--- src/rtl/common.sv ---
// Shared pipeline types passed between decode, execute and the memory stage.
package common;

    typedef enum logic [3:0] {
        ALU_ADD, ALU_SUB, ALU_SLL, ALU_SLT, ALU_SLTU, ALU_XOR,
        ALU_SRL, ALU_SRA, ALU_OR, ALU_AND, ALU_PASS2
    } AluOp;

    typedef struct packed {
        logic       enable;
        logic [2:0] funct3;
        AluOp       alu_op;
        logic       muldiv;
    } DecodeInfo;

    typedef struct packed {
        logic       stall_req;
        logic [3:0] flush_req;
    } PipeRequest;

endpackage

--- src/rtl/serial_divider.sv ---
// Restoring radix-2 unsigned divider: one quotient bit per cycle, DATA_W cycles per divide.
module serial_divider #(
    parameter int DATA_W = 32
) (
    input  logic              clk,
    input  logic              rst_n,
    input  logic              start,
    input  logic              abort,
    input  logic [DATA_W-1:0] dividend,
    input  logic [DATA_W-1:0] divisor,
    output logic              busy,
    output logic              done,
    output logic [DATA_W-1:0] quotient,
    output logic [DATA_W-1:0] remainder
);
    localparam int CNT_W = $clog2(DATA_W);

    logic [CNT_W-1:0]  count;
    logic [DATA_W-1:0] dsr;
    logic [DATA_W:0]   shifted;
    logic [DATA_W:0]   diff;

    // quotient doubles as the dividend shift register
    assign shifted = {remainder, quotient[DATA_W-1]};
    assign diff    = shifted - {1'b0, dsr};
    assign done    = busy && (count == CNT_W'(DATA_W - 1));

    always_ff @(posedge clk) begin
        if (!rst_n || abort) begin
            busy      <= 1'b0;
            count     <= '0;
            quotient  <= '0;
            remainder <= '0;
            dsr       <= '0;
        end else if (start) begin
            busy      <= 1'b1;
            count     <= '0;
            quotient  <= dividend;
            remainder <= '0;
            dsr       <= divisor;
        end else if (busy) begin
            if (!diff[DATA_W]) begin
                remainder <= diff[DATA_W-1:0];
                quotient  <= {quotient[DATA_W-2:0], 1'b1};
            end else begin
                remainder <= shifted[DATA_W-1:0];
                quotient  <= {quotient[DATA_W-2:0], 1'b0};
            end
            count <= count + 1'b1;
            if (done)
                busy <= 1'b0;
        end
    end

endmodule

--- src/rtl/execute.sv ---
// Execute stage: single-cycle ALU plus a multi-cycle multiply/divide unit that stalls the pipe.
module execute
    import common::*;
(
    input  logic        clk,
    input  logic        rst_n,
    input  DecodeInfo   info,
    input  logic [31:0] op1,
    input  logic [31:0] op2,
    input  logic [31:0] rs2_data,
    input  logic        stall_in,
    input  logic        flush_in,
    output logic [31:0] alu_out,
    output logic [31:0] store_data,
    output DecodeInfo   info_ff,
    output PipeRequest  req
);
    localparam logic [1:0] S_IDLE = 2'd0;
    localparam logic [1:0] S_MUL  = 2'd1;
    localparam logic [1:0] S_DIV  = 2'd2;
    localparam logic [1:0] S_DONE = 2'd3;

    logic [1:0]  state;
    logic [31:0] a_lat, b_lat, md_result;
    logic [2:0]  f3_lat;
    logic        use_div;
    logic [31:0] alu_res;
    logic        stall_req;

    always_comb begin
        alu_res = '0;
        case (info.alu_op)
            ALU_ADD:   alu_res = op1 + op2;
            ALU_SUB:   alu_res = op1 - op2;
            ALU_SLL:   alu_res = op1 << op2[4:0];
            ALU_SLT:   alu_res = {31'b0, $signed(op1) < $signed(op2)};
            ALU_SLTU:  alu_res = {31'b0, op1 < op2};
            ALU_XOR:   alu_res = op1 ^ op2;
            ALU_SRL:   alu_res = op1 >> op2[4:0];
            ALU_SRA:   alu_res = $unsigned($signed(op1) >>> op2[4:0]);
            ALU_OR:    alu_res = op1 | op2;
            ALU_AND:   alu_res = op1 & op2;
            ALU_PASS2: alu_res = op2;
            default:   alu_res = '0;
        endcase
    end

    // Start decode works on the live operands; everything later uses the latched copies.
    logic        start_md, signed_div, div_zero, div_ovf, div_start;
    logic [31:0] dvd_mag, dvs_mag, special_res;

    assign start_md    = (state == S_IDLE) && info.enable && info.muldiv;
    assign signed_div  = ~info.funct3[0];
    assign div_zero    = (op2 == 32'd0);
    assign div_ovf     = signed_div && (op1 == 32'h8000_0000) && (op2 == 32'hFFFF_FFFF);
    assign dvd_mag     = (signed_div && op1[31]) ? -op1 : op1;
    assign dvs_mag     = (signed_div && op2[31]) ? -op2 : op2;
    assign div_start   = start_md && info.funct3[2] && !div_zero && !div_ovf;
    assign special_res = div_zero ? (info.funct3[1] ? op1 : 32'hFFFF_FFFF)
                                  : (info.funct3[1] ? 32'd0 : 32'h8000_0000);

    logic        div_busy, div_done;
    logic [31:0] div_q, div_r;

    serial_divider #(.DATA_W(32)) u_div (
        .clk       (clk),
        .rst_n     (rst_n),
        .start     (div_start),
        .abort     (flush_in),
        .dividend  (dvd_mag),
        .divisor   (dvs_mag),
        .busy      (div_busy),
        .done      (div_done),
        .quotient  (div_q),
        .remainder (div_r)
    );

    logic               a_signed, b_signed, q_neg, r_neg;
    logic signed [63:0] mul_a, mul_b, product;
    logic [31:0]        mul_sel, div_res, md_out;

    assign a_signed = (f3_lat[1:0] == 2'd1) || (f3_lat[1:0] == 2'd2);
    assign b_signed = (f3_lat[1:0] == 2'd1);
    assign mul_a    = {{32{a_signed & a_lat[31]}}, a_lat};
    assign mul_b    = {{32{b_signed & b_lat[31]}}, b_lat};
    assign product  = mul_a * mul_b;
    assign mul_sel  = (f3_lat[1:0] == 2'd0) ? product[31:0] : product[63:32];

    assign q_neg   = ~f3_lat[0] & (a_lat[31] ^ b_lat[31]);
    assign r_neg   = ~f3_lat[0] & a_lat[31];
    assign div_res = f3_lat[1] ? (r_neg ? -div_r : div_r) : (q_neg ? -div_q : div_q);
    assign md_out  = use_div ? div_res : md_result;

    assign stall_req = rst_n && info.enable && info.muldiv && (state != S_DONE);
    assign req       = '{stall_req: stall_req, flush_req: 4'b0000};

    always_ff @(posedge clk) begin
        if (!rst_n) begin
            state     <= S_IDLE;
            a_lat     <= '0;
            b_lat     <= '0;
            f3_lat    <= '0;
            md_result <= '0;
            use_div   <= 1'b0;
        end else if (flush_in) begin
            state <= S_IDLE;
        end else begin
            case (state)
                S_IDLE: if (start_md) begin
                    a_lat  <= op1;
                    b_lat  <= op2;
                    f3_lat <= info.funct3;
                    if (!info.funct3[2]) begin
                        use_div <= 1'b0;
                        state   <= S_MUL;
                    end else if (div_zero || div_ovf) begin
                        use_div   <= 1'b0;
                        md_result <= special_res;
                        state     <= S_DONE;
                    end else begin
                        use_div <= 1'b1;
                        state   <= S_DIV;
                    end
                end
                S_MUL: begin
                    md_result <= mul_sel;
                    state     <= S_DONE;
                end
                S_DIV:  if (div_done || !div_busy) state <= S_DONE;
                S_DONE: if (!stall_in) state <= S_IDLE;
                default: state <= S_IDLE;
            endcase
        end
    end

    // Stage register toward memory: bubbles while stalling, frozen under stall_in.
    always_ff @(posedge clk) begin
        if (!rst_n) begin
            alu_out    <= '0;
            store_data <= '0;
            info_ff    <= '0;
        end else if (flush_in) begin
            info_ff <= '0;
        end else if (!stall_in) begin
            if (stall_req) begin
                info_ff <= '0;
            end else begin
                alu_out    <= (state == S_DONE) ? md_out : alu_res;
                store_data <= rs2_data;
                info_ff    <= info;
            end
        end
    end

endmodule

--- config.mk ---
export PLATFORM = sky130hd
export DESIGN_NAME = execute
export DESIGN_NICKNAME = d
export VERILOG_FILES = /design/src/rtl/common.sv /design/src/rtl/serial_divider.sv /design/src/rtl/execute.sv
export SDC_FILE = /design/constraint.sdc
export NUM_CORES = 2
export LEC_CHECK = 0
export ABC_CLOCK_PERIOD_IN_PS = 9600
export CELL_PAD_IN_SITES_DETAIL_PLACEMENT = 0
export CELL_PAD_IN_SITES_GLOBAL_PLACEMENT = 1
export CORE_MARGIN = 4
export CORE_UTILIZATION = 50
export CTS_CLUSTER_SIZE = 14
export DETAILED_ROUTE_END_ITERATION = 6
export GPL_TIMING_DRIVEN = 0
export PLACE_DENSITY = 0.86
export RECOVER_POWER = 25
export REMOVE_ABC_BUFFERS = 1
export SLEW_MARGIN = 20
export SYNTH_ARGS = -nofsm -noshare
export SYNTH_HDL_FRONTEND = slang
export SYNTH_SLANG_ARGS = --single-unit
--- constraint.sdc ---
create_clock -name clk -period 9.6 [get_ports clk]
set_input_delay 1.92 -clock clk [delete_from_list [all_inputs] [get_ports clk]]
set_output_delay 1.92 -clock clk [all_outputs]
set_load 0.01 [all_outputs]
==> out/summary.log <==
INFO  logic_synthesis synth-edff-count=0
INFO  sta            finalWorstPathRequiredPeriod=9.43ns
INFO  sta            timing.final.setup_violations=0
INFO  logic_synthesis synth.ff_latch_count=276
INFO  route          drt-vias-per-instance=6.07
INFO  die            site_rows=130
INFO  power_and_ir_drop ir_worst_vdd=0.000141V
INFO  die            die_h=363um
INFO  layout         share_of_final_layout_standard_cells_stronger_than_drive_strength_1=0.0580
INFO  worst_setup_path cp-end-kind=register
INFO  clock_tree     clkSlewWorstSetupHoldPaths=0.07ns
INFO  clock_tree     cts.sinks=276
INFO  route          ant_nets_after_route=0
INFO  clock_tree     cts_buffers=35
INFO  placed_design  dp_hpwl=189000um
INFO  global_route   grt_util_met3=0.0691
INFO  global_route   grt-ovfl-total=0
INFO  logic_synthesis synth_warnings=0
INFO  logic_synthesis ys_async_sr_fraction=0
INFO  sta            timing.clock.skew=0.0225ns
INFO  worst_setup_path start_kind=register
INFO  logic_synthesis post_synth_instance_area=63200squm
INFO  power_and_ir_drop p_leak=29.9nW
INFO  route          drt_drc_violations_left=0
INFO  die            i_o_pin_count=187
INFO  route          num_vias=55.9k
INFO  global_route   number_of_global_route_vias_before_repair=57.1k
INFO  global_route   globalRouteMet1Util=0.449
INFO  die            floorplan.initialDensity=0.503
INFO  clock_tree     clock-root-buffer=clkbuf_16
INFO  sta            tns=0ns
INFO  logic_synthesis synth_compound_gate_area_share=0.134
INFO  layout         layout_commonest_cell=inv_1
INFO  global_route   global_route.usage.met2=0.556
INFO  logic_synthesis synth.lib_cells_used.distinct=100
INFO  global_route   grt-busiest-layer=met2
INFO  layout         num-nets-final=9108
INFO  route          drt_iter0_markers=5580
INFO  power_and_ir_drop cellPowerDensity=61.5nW/um^2
INFO  worst_setup_path timing_worst_setup_path_type=reg -> reg
INFO  placed_design  dp_slack=-2.00ns
INFO  layout         multiInputGateArea=50700squm
INFO  sta            max_freq=106MHz
INFO  clock_tree     cts_tree=done
INFO  sta            finalCritPeriodShare=0.982
INFO  logic_synthesis muxShareOfSynthArea=0.0405
INFO  global_route   number_of_antenna_violations_at_the_first_check_in_global_routing=24
INFO  sta            rsz0062_at_grt=true
INFO  layout         nFillCells=11.7k
INFO  logic_synthesis synth.yosys.seq_area_share=0.0875
INFO  placed_design  place.detailed.instances=9108
INFO  die            core_region_area=126000squm
INFO  route          detail_route.first_pass.iterations=7
INFO  layout         area.growth.synth_to_final=8.90%
INFO  die            die_w=363um
INFO  placed_design  globalplace.congestion=1.03
INFO  placed_design  portBuffers=182
INFO  worst_setup_path worst-endpoint-arrival=9.83ns
INFO  min_path       path_class_of_the_lowest_slack_min_delay_path=reg -> reg
INFO  sta            worstMarginPinSlew=1.69ns
INFO  sta            timing.final.ws_setup=0.172ns
INFO  flow_run       total_of_max_cap_violations=1
INFO  layout         register_area=5620squm
INFO  global_route   grt_util_all_layers=0.358
INFO  worst_setup_path crit_fanout=23
INFO  worst_setup_path cpPeakStageDelay=0.62ns
INFO  die            dieArea=132000squm
INFO  global_route   grt_max_degree=85
INFO  clock_tree     clock_latency=0.58ns
INFO  worst_setup_path crit_path_top_delay_cell=fa_1
INFO  logic_synthesis post_synth.cell_area_avg=8.22squm
INFO  logic_synthesis post_synth_xor_area_fraction=0.0301
INFO  sta            timing_max_transition_violations_final=38
INFO  logic_synthesis ys_dominant_reg_cell=dfxtp_1
INFO  global_route   grt_first_pass_wirelength=358000um
INFO  logic_synthesis post_synth_and_or_nand_nor_area_fraction=0.166
INFO  logic_synthesis combinational_family_with_the_most_area_after_synthesis=adder cells
INFO  sta            maxSlewHeadroom=-0.135
INFO  outcome        violations=capacitance limit, slew limit
INFO  power_and_ir_drop post-layout-total-power=0.00423W
INFO  logic_synthesis synthAdderAreaFrac=0.428
INFO  worst_setup_path worst_path_most_repeated_cell=fa_1
INFO  layout         layout.cells.non_filler=9212
INFO  route          drt-wirelength-per-cell=25.5um
INFO  clock_tree     htree_num_levels=2
INFO  layout         top_library_cells_by_usage_in_the_layout_fill_and_taps_aside=inv_1, nand2_1, fa_1
INFO  worst_setup_path critical_path_required=10.00ns
INFO  route          post_route_wl=235000um
INFO  outcome        outcome=finished, violations left
INFO  sta            timing.final.hold_violations=0
INFO  logic_synthesis post_synth_inst_count=7689
INFO  layout         fin_util=0.548
INFO  clock_tree     max-clock-path-buffers=3
## sequential cells by signal, summed over array words and instances (netlist names), 5 cells and up
register	flops
b_lat	32
u_div.quotient	32
u_div.count	5
store_data	32
u_div.dsr	32
alu_out	32
info_ff	9
u_div.remainder	32
md_result	32
a_lat	32
## report_power, final
group          switching (W)  internal [W]  total [W]
Combinational        0.00101      0.000556    0.00156
Sequential         0.0000856       0.00118    0.00127
Clock               0.000595      0.000807    0.00140
Total                0.00169       0.00255    0.00423
## worst max-delay path, delay by kind of cell, from the launching register on
kind,cells,cell delay (ns)
fa+ha+maj,10,4.91
compound gates,9,2.19
buf+inv,10,1.14
flops,1,0.43
simple gates,2,0.34
xor+xnor,1,0.17
## final cells by class
class,instances,area share
Tap cell,1650,0.0300
Antenna cell,22,0.000800
Clock buffer,47,0.0149
Multi-Input combinational cell,5523,0.737
Clock inverter,14,0.00211
Timing Repair Buffer,320,0.0592
Inverter,1360,0.0746
Sequential cell,276,0.0817
## final timing paths
check	from	end	slack (ns)	depth (start not counted)
worst min register to register	store_data[25]$_SDFFE_PN0P_	store_data[25]$_SDFFE_PN0P_	0.45	2
worst max register to register	f3_lat[1]$_SDFFE_PN0P_	md_result[22]$_SDFFE_PN0P_	0.17	32
worst min-delay path	store_data[25]$_SDFFE_PN0P_	store_data[25]$_SDFFE_PN0P_	0.45	2
worst max-delay path	f3_lat[1]$_SDFFE_PN0P_	md_result[22]$_SDFFE_PN0P_	0.17	32
## through the flow
stage	cell area, sq um	hold slack, ns
2_1_floorplan	61100	0.432
3_3_place_gp	64900	0.441
3_5_place_dp	67200	0.446
4_1_cts	68600	0.455
5_1_grt	68800	0.466
6_report	68800	0.451
## what timing repair did
| action | 4_1_cts | 5_1_grt |
|---|---|---|
| setup endpoints to repair | 29 | 9 |
| pin swaps | 3 | 2 |
| gates cloned | 0 | 1 |
| gates resized for setup | 18 | 17 |
| hold endpoints to repair | 0 | 0 |
| hold buffers | 0 | 0 |
| buffers inserted | 9 | 11 |
## Yosys cell counts, types with 19 or more instances
master | n | area (sq um)
inv_1 | 1357 | 5090
nand2_1 | 1213 | 4550
fa_1 | 1128 | 22600
clkbuf_1 | 458 | 1720
a21oi_1 | 409 | 2050
nor2_1 | 393 | 1480
ha_1 | 355 | 4440
and2_1 | 288 | 1800
dfxtp_1 | 276 | 5530
o21ai_0 | 276 | 1380
xnor2_1 | 152 | 1330
mux2i_1 | 114 | 1140
a211oi_1 | 103 | 773
nor3_1 | 86 | 430
nand3_1 | 73 | 365
a21o_1 | 65 | 488
xor2_1 | 62 | 543
mux4_2 | 57 | 1280
a31oi_1 | 53 | 332
o211ai_1 | 52 | 390
and3_1 | 42 | 263
o31ai_1 | 40 | 300
nand4_1 | 37 | 231
a221oi_1 | 33 | 289
buf_2 | 33 | 165
o21bai_1 | 29 | 218
nor2b_1 | 28 | 175
nand2b_1 | 26 | 163
a22oi_1 | 25 | 188
nor4_1 | 25 | 156
or3_1 | 24 | 150
buf_1 | 23 | 86.3
o22ai_1 | 19 | 119
## cells by family (layout without fill, tap and decap cells)
logic type,Yosys count,after routing
buf+inv,1893,1741
fa+ha+maj,1483,1483
xor+xnor,215,215
simple gates,2319,2319
other cells,1,26
flops,276,276
mux,183,183
compound gates,1319,1319
## per-layer routing
layer  vias to the layer above  share of wire
met1                     28300           0.38
met2                      2791           0.44
met4                         4          0.089
li1                      24100              -
met5                         -        0.00011
met3                       712          0.089
Power figures use the tool's default switching activity.
